<file path="src/rtl/mem_port_arbiter_if.sv">
// mem_port_arbiter_if: handshake bus between the arbiter and the unified memory
//   req/we/addr/wdata : arbiter -> memory request, held until ack
//   ack/rdata         : memory -> arbiter completion and read data
interface mem_port_arbiter_if #(
    parameter int DATA_W = 32,
    parameter int ADDR_W = 32
);
    logic              req;
    logic              we;
    logic [ADDR_W-1:0] addr;
    logic [DATA_W-1:0] wdata;
    logic              ack;
    logic [DATA_W-1:0] rdata;
    modport master (output req, we, addr, wdata, input ack, rdata);
    modport slave (input req, we, addr, wdata, output ack, rdata);
endinterface

</file>
<file path="src/rtl/mem_port_arbiter.sv">
// mem_port_arbiter: shares one single-ported memory between instruction fetch and data ports
//   clk_i, rst_i            : clock, synchronous active-high reset
//   i_req/i_addr/i_ack/i_rdata : read-only fetch port
//   d_req/d_we/d_addr/d_wdata/d_ack/d_rdata : load/store port
//   if_stall_o, mem_stall_o : combinational pipeline stalls
//   err_o                   : pulses with the ack of a timed-out transaction
//   mem                     : memory handshake bus (master side)
module mem_port_arbiter #(
    parameter int DATA_W     = 32,
    parameter int ADDR_W     = 32,
    parameter int STARVE_MAX = 4,
    parameter int TIMEOUT    = 255
) (
    input  logic              clk_i,
    input  logic              rst_i,
    input  logic              i_req_i,
    input  logic [ADDR_W-1:0] i_addr_i,
    output logic              i_ack_o,
    output logic [DATA_W-1:0] i_rdata_o,
    input  logic              d_req_i,
    input  logic              d_we_i,
    input  logic [ADDR_W-1:0] d_addr_i,
    input  logic [DATA_W-1:0] d_wdata_i,
    output logic              d_ack_o,
    output logic [DATA_W-1:0] d_rdata_o,
    output logic              if_stall_o,
    output logic              mem_stall_o,
    output logic              err_o,
    mem_port_arbiter_if.master mem
);
    localparam logic [1:0] IDLE   = 2'd0;
    localparam logic [1:0] BUSY_I = 2'd1;
    localparam logic [1:0] BUSY_D = 2'd2;
    localparam logic [1:0] RESP   = 2'd3;
    localparam logic [3:0] SMAX   = 4'(STARVE_MAX);
    localparam logic [7:0] TMO    = 8'(TIMEOUT);

    logic [1:0]        state_q, state_d;
    logic              req_q, req_d, we_q, we_d;
    logic [ADDR_W-1:0] addr_q, addr_d;
    logic [DATA_W-1:0] wdata_q, wdata_d;
    logic              i_ack_q, i_ack_d, d_ack_q, d_ack_d, err_q, err_d;
    logic [DATA_W-1:0] i_rdata_q, i_rdata_d, d_rdata_q, d_rdata_d;
    logic [3:0]        starve_q, starve_d;
    logic [7:0]        wait_q, wait_d;
    logic              i_win, done;
    logic [DATA_W-1:0] rd;

    always_comb begin
        // D has priority unless the fetch port has already lost STARVE_MAX times in a row
        i_win     = i_req_i & (~d_req_i | (starve_q == SMAX));
        done      = mem.ack | ((TMO != 8'd0) & (wait_q == TMO));
        rd        = (mem.ack & ~we_q) ? mem.rdata : '0;
        state_d   = state_q;
        req_d     = req_q;
        we_d      = we_q;
        addr_d    = addr_q;
        wdata_d   = wdata_q;
        i_ack_d   = 1'b0;
        d_ack_d   = 1'b0;
        err_d     = 1'b0;
        i_rdata_d = '0;
        d_rdata_d = '0;
        starve_d  = starve_q;
        wait_d    = 8'd0;
        case (state_q)
            IDLE: begin
                starve_d = i_req_i ? starve_q : 4'd0;
                if (i_win) begin
                    state_d  = BUSY_I;
                    req_d    = 1'b1;
                    we_d     = 1'b0;
                    addr_d   = i_addr_i;
                    wdata_d  = '0;
                    starve_d = 4'd0;
                end else if (d_req_i) begin
                    state_d  = BUSY_D;
                    req_d    = 1'b1;
                    we_d     = d_we_i;
                    addr_d   = d_addr_i;
                    wdata_d  = d_wdata_i;
                    starve_d = ~i_req_i ? 4'd0 : (starve_q == SMAX) ? SMAX : starve_q + 4'd1;
                end
            end
            BUSY_I, BUSY_D: begin
                if (done) begin
                    // bus fields return to 0 so the memory side idles cleanly
                    state_d   = RESP;
                    req_d     = 1'b0;
                    we_d      = 1'b0;
                    addr_d    = '0;
                    wdata_d   = '0;
                    err_d     = ~mem.ack;
                    i_ack_d   = state_q == BUSY_I;
                    d_ack_d   = state_q == BUSY_D;
                    i_rdata_d = (state_q == BUSY_I) ? rd : '0;
                    d_rdata_d = (state_q == BUSY_D) ? rd : '0;
                end else begin
                    wait_d = wait_q + 8'd1;
                end
            end
            default: state_d = IDLE;
        endcase
    end

    always_ff @(posedge clk_i) begin
        if (rst_i) begin
            state_q   <= IDLE;
            req_q     <= 1'b0;
            we_q      <= 1'b0;
            addr_q    <= '0;
            wdata_q   <= '0;
            i_ack_q   <= 1'b0;
            d_ack_q   <= 1'b0;
            err_q     <= 1'b0;
            i_rdata_q <= '0;
            d_rdata_q <= '0;
            starve_q  <= 4'd0;
            wait_q    <= 8'd0;
        end else begin
            state_q   <= state_d;
            req_q     <= req_d;
            we_q      <= we_d;
            addr_q    <= addr_d;
            wdata_q   <= wdata_d;
            i_ack_q   <= i_ack_d;
            d_ack_q   <= d_ack_d;
            err_q     <= err_d;
            i_rdata_q <= i_rdata_d;
            d_rdata_q <= d_rdata_d;
            starve_q  <= starve_d;
            wait_q    <= wait_d;
        end
    end

    assign i_ack_o     = i_ack_q;
    assign i_rdata_o   = i_rdata_q;
    assign d_ack_o     = d_ack_q;
    assign d_rdata_o   = d_rdata_q;
    assign err_o       = err_q;
    assign if_stall_o  = i_req_i & ~i_ack_q;
    assign mem_stall_o = d_req_i & ~d_ack_q;
    assign mem.req     = req_q;
    assign mem.we      = we_q;
    assign mem.addr    = addr_q;
    assign mem.wdata   = wdata_q;
endmodule
</file>
<file path="src/flat_wrapper.sv">
// flat-port wrapper written by rule: the top's interface ports become plain ports
module mem_port_arbiter_flat 
#(
    parameter int DATA_W     = 32,
    parameter int ADDR_W     = 32,
    parameter int STARVE_MAX = 4,
    parameter int TIMEOUT    = 255
)
  (clk_i, rst_i, i_req_i, i_addr_i, i_ack_o, i_rdata_o, d_req_i, d_we_i, d_addr_i, d_wdata_i, d_ack_o, d_rdata_o, if_stall_o, mem_stall_o, err_o, mem_req, mem_we, mem_addr, mem_wdata, mem_ack, mem_rdata);
  mem_port_arbiter_if #(.DATA_W(DATA_W), .ADDR_W(ADDR_W)) mem_i ();
  input  logic clk_i;
  input  logic rst_i;
  input  logic i_req_i;
  input  logic [ADDR_W-1:0] i_addr_i;
  output logic i_ack_o;
  output logic [DATA_W-1:0] i_rdata_o;
  input  logic d_req_i;
  input  logic d_we_i;
  input  logic [ADDR_W-1:0] d_addr_i;
  input  logic [DATA_W-1:0] d_wdata_i;
  output logic d_ack_o;
  output logic [DATA_W-1:0] d_rdata_o;
  output logic if_stall_o;
  output logic mem_stall_o;
  output logic err_o;
  output wire logic [$bits(mem_i.req)-1:0] mem_req;
  output wire logic [$bits(mem_i.we)-1:0] mem_we;
  output wire logic [$bits(mem_i.addr)-1:0] mem_addr;
  output wire logic [$bits(mem_i.wdata)-1:0] mem_wdata;
  input wire logic [$bits(mem_i.ack)-1:0] mem_ack;
  input wire logic [$bits(mem_i.rdata)-1:0] mem_rdata;
  assign mem_req = mem_i.req;
  assign mem_we = mem_i.we;
  assign mem_addr = mem_i.addr;
  assign mem_wdata = mem_i.wdata;
  assign mem_i.ack = mem_ack;
  assign mem_i.rdata = mem_rdata;
  mem_port_arbiter #(.DATA_W(DATA_W), .ADDR_W(ADDR_W), .STARVE_MAX(STARVE_MAX), .TIMEOUT(TIMEOUT)) u_core (.clk_i(clk_i), .rst_i(rst_i), .i_req_i(i_req_i), .i_addr_i(i_addr_i), .i_ack_o(i_ack_o), .i_rdata_o(i_rdata_o), .d_req_i(d_req_i), .d_we_i(d_we_i), .d_addr_i(d_addr_i), .d_wdata_i(d_wdata_i), .d_ack_o(d_ack_o), .d_rdata_o(d_rdata_o), .if_stall_o(if_stall_o), .mem_stall_o(mem_stall_o), .err_o(err_o), .mem(mem_i));
endmodule
</file>
<file path="config.mk">
export PLATFORM = sky130hd
export DESIGN_NAME = mem_port_arbiter_flat
export DESIGN_NICKNAME = d
export VERILOG_FILES = /design/src/rtl/mem_port_arbiter_if.sv /design/src/rtl/mem_port_arbiter.sv /design/src/flat_wrapper.sv
export SDC_FILE = /design/constraint.sdc
export NUM_CORES = 1
export LEC_CHECK = 0
export CORE_ASPECT_RATIO = 0.7
export CORE_MARGIN = 8
export CORE_UTILIZATION = 42
export DETAILED_ROUTE_END_ITERATION = 16
export GPL_TIMING_DRIVEN = 0
export PLACE_DENSITY_LB_ADDON = 0.1
export SLEW_MARGIN = 15
export SYNTH_ARGS = -nofsm -noshare
export SYNTH_HDL_FRONTEND = slang
export SYNTH_SLANG_ARGS = --single-unit
</file>
<file path="constraint.sdc">
create_clock -name clk_i -period 3.2 [get_ports clk_i]
set_input_delay 0.64 -clock clk_i [delete_from_list [all_inputs] [get_ports clk_i]]
set_output_delay 0.64 -clock clk_i [all_outputs]
set_load 0.005 [all_outputs]
</file>
==> flow_metrics.tcl <==
set metrics [dict create \
    clock_sinks 147 \
    finalCriticalPeriod_ns 2.61 \
    cp_common_cell "clkdlybuf4s50_1" \
    fin_crit_sh 0.815 \
    nNetsFinal 854 \
    rows 33 \
    yosysTopAreaCellShare 0.587 \
    dr.first_iter.drc_count 198 \
    synth_area_leaders "dfxtp_1 (59%), and3_1 (8.1%), mux2i_1 (6.6%), a22o_1 (5.8%), o2bb2ai_1 (5.6%)" \
    die_h_um 107 \
    n_fill_cell 817 \
    worstSkewPairLatency_ns 0.42 \
    synthFlopType "dfxtp_1" \
    cp-end-kind "primary output" \
    syn-num-nets 568 \
    dpl_worst_slack_ns 0.588 \
    ys_seq_area_frac 0.587 \
    gp_congestion 0.805 \
    clk_pin_slew_ns 0.06 \
    cp.arrival_ns 1.97 \
    crit_type "input port to primary output" \
    die_w_um 147 \
    cpMaxStageDelayCell "clkdlybuf4s50_1" \
    slowest_delay_ns 0.62 \
    drt_pre_antenna_iters 4 \
    fmax_mhz 383 \
    maxSlewHeadroom 0.638 \
    synthCells 426 \
    synth-seq-cells 147 \
    die-area_um2 15700 \
    status "complete, no violations" \
    drive_gt1_frac 0.0745 \
    path_buf_inv 2 \
    post-route-util 0.726 \
    grt_max_degree 18 \
    report.final.slew_viol_count 0 \
    regArea_um2 2940 \
    grt_setup_unrepaired "false" \
    grt_pass1_vias 4528 \
    io_pins 269 \
    track_usage 0.206 \
    synth_area_um2 5010 \
    yosys_warnings 0 \
    synth_commonest_cells "dfxtp_1 (147), and3_1 (65), a22o_1 (33), mux2i_1 (33), o2bb2ai_1 (32)" \
    worst_hold_path_type "flip-flop to flip-flop" \
    wire_per_inst_um 18.7 \
    cts.htree.levels 4 \
    cts_made_buffers 17 \
    synthDistinctLibCells 40 \
    peakVddDrop_v 0.000465 \
    via_per_inst 4.93 \
    dr_total_vias 4345 \
    layout_setup_ws_ns 0.591 \
    cp_cell_sequence "clkdlybuf4s50_1, nor2b_1, clkdlybuf4s50_1" \
    grt_pass1_wl_um 25600 \
    setup_violations 0 \
    avgSynthCellArea_um2 11.8 \
    p_per_area_nw_per_um2 723 \
    cp.required_ns 2.56 \
    ctsResizeCount 0 \
    post_cts_buffers 0 \
    multiInputGateArea_um2 1850 \
    hold_violations 0 \
    core_um2 11700 \
    antenna_cells 0 \
    worst_setup_path_start_kind "input port" \
    synthArstFlopShare 0 \
    synth_edf_count 0 \
    clock_path_buffers 2 \
    postCtsHoldBufs 0 \
    power_w 0.00613 \
    remaining_drc_errors 0 \
    drt_wl_total_um 16500 \
    max_cap_violations 0 \
    synth_area_leader_cell "dfxtp_1" \
    areaGrowthSynthToFinish_pct 69.3 \
    synth.most_common_cell "dfxtp_1" \
    antenna_found_initial 0 \
    critical_path.top_delay_family "buffers and inverters" \
    port_buffers 267 \
    worstMarginPinSlew_ns 0.543 \
    critPathMaxFanout 5 \
    start_util 0.429 \
    ant_nets 0 \
    hpwl_um 13200 \
    cts_root_buf "clkbuf_16" \
    leakagePower_nw 3.47 \
    tns_ns 0 \
    fin_skew_ns 0.0117 \
    cts_tree "done" \
    overflow 0 \
]
-- final cells by class --
class / count / share of cell area
inverters: 9 / 0.00398
flip-flops and latches: 147 / 0.347
clock buffers: 17 / 0.0501
plain buffers: 31 / 0.0217
well taps: 157 / 0.0231
repair buffers: 267 / 0.315
clock inverters: 15 / 0.0212
multi-input cells: 239 / 0.218
-- path summary, 6_finish.rpt --
path,from,to,slack [ns],depth (start not counted)
max,d_req_i,mem_stall_o,0.59,3
max reg2reg,u_core.state_q[0],u_core.mem.wdata[29],0.99,7
min,u_core.mem.addr[4],u_core.mem.addr[4],0.47,1
min reg2reg,u_core.mem.addr[4],u_core.mem.addr[4],0.47,1
-- placed cells by master (no fill, tap or decap), types with 16 or more instances in the layout --
cell / n
nor2_1: 16
o2bb2ai_1: 32
and3_1: 65
clkbuf_16: 17
a22o_1: 33
mux2i_1: 33
clkdlybuf4s50_1: 267
clkbuf_1: 18
dfxtp_1: 147
-- logic make-up (layout without fill, tap and decap cells) --
family / count (synthesis) / after routing / synth area share
buffers and inverters: 40 / 339 / 0.0434
and+or+nand+nor: 106 / 106 / 0.125
AOI/OAI and AO/OA: 84 / 84 / 0.144
adders and majority gates: 8 / 8 / 0.0200
muxes: 33 / 33 / 0.0659
xor gates and xnor gates: 8 / 8 / 0.0140
DFF: 147 / 147 / 0.587
-- power by group --
group / switching, W / internal [W] / total [W]
clock: 0.000879 / 0.00112 / 0.00200
sequential: 0.000153 / 0.00211 / 0.00227
combinational: 0.000883 / 0.000981 / 0.00186
total: 0.00191 / 0.00422 / 0.00613
-- per-layer routing --
layer  part of all wire  GRT usage  wire length, um
met1               0.43      0.239             7050
met2               0.49      0.354             8160
met3              0.057     0.0643              941
met4              0.022     0.0769              365
met5                  0          0                0
-- sequential cells by signal, summed over array words and instances, names as in the netlist, 2 cells and up --
| signal | cells |
|---|---|
| u_core.d_rdata_o | 32 |
| u_core.i_rdata_o | 32 |
| u_core.mem.addr | 32 |
| u_core.mem.wdata | 32 |
| u_core.wait_q | 8 |
| u_core.starve_q | 4 |
| u_core.state_q | 2 |
-- metrics by stage --
step	area, um^2	hold WS, ns	cells
final	8490	0.465	882
after global routing	8490	0.474	882
after CTS	8490	0.466	882
after detailed placement	7880	0.446	850
after global placement	7880	0.443	850
after floorplan	5010	0.430	426
Note: power is estimated with default switching activity, not from simulation.
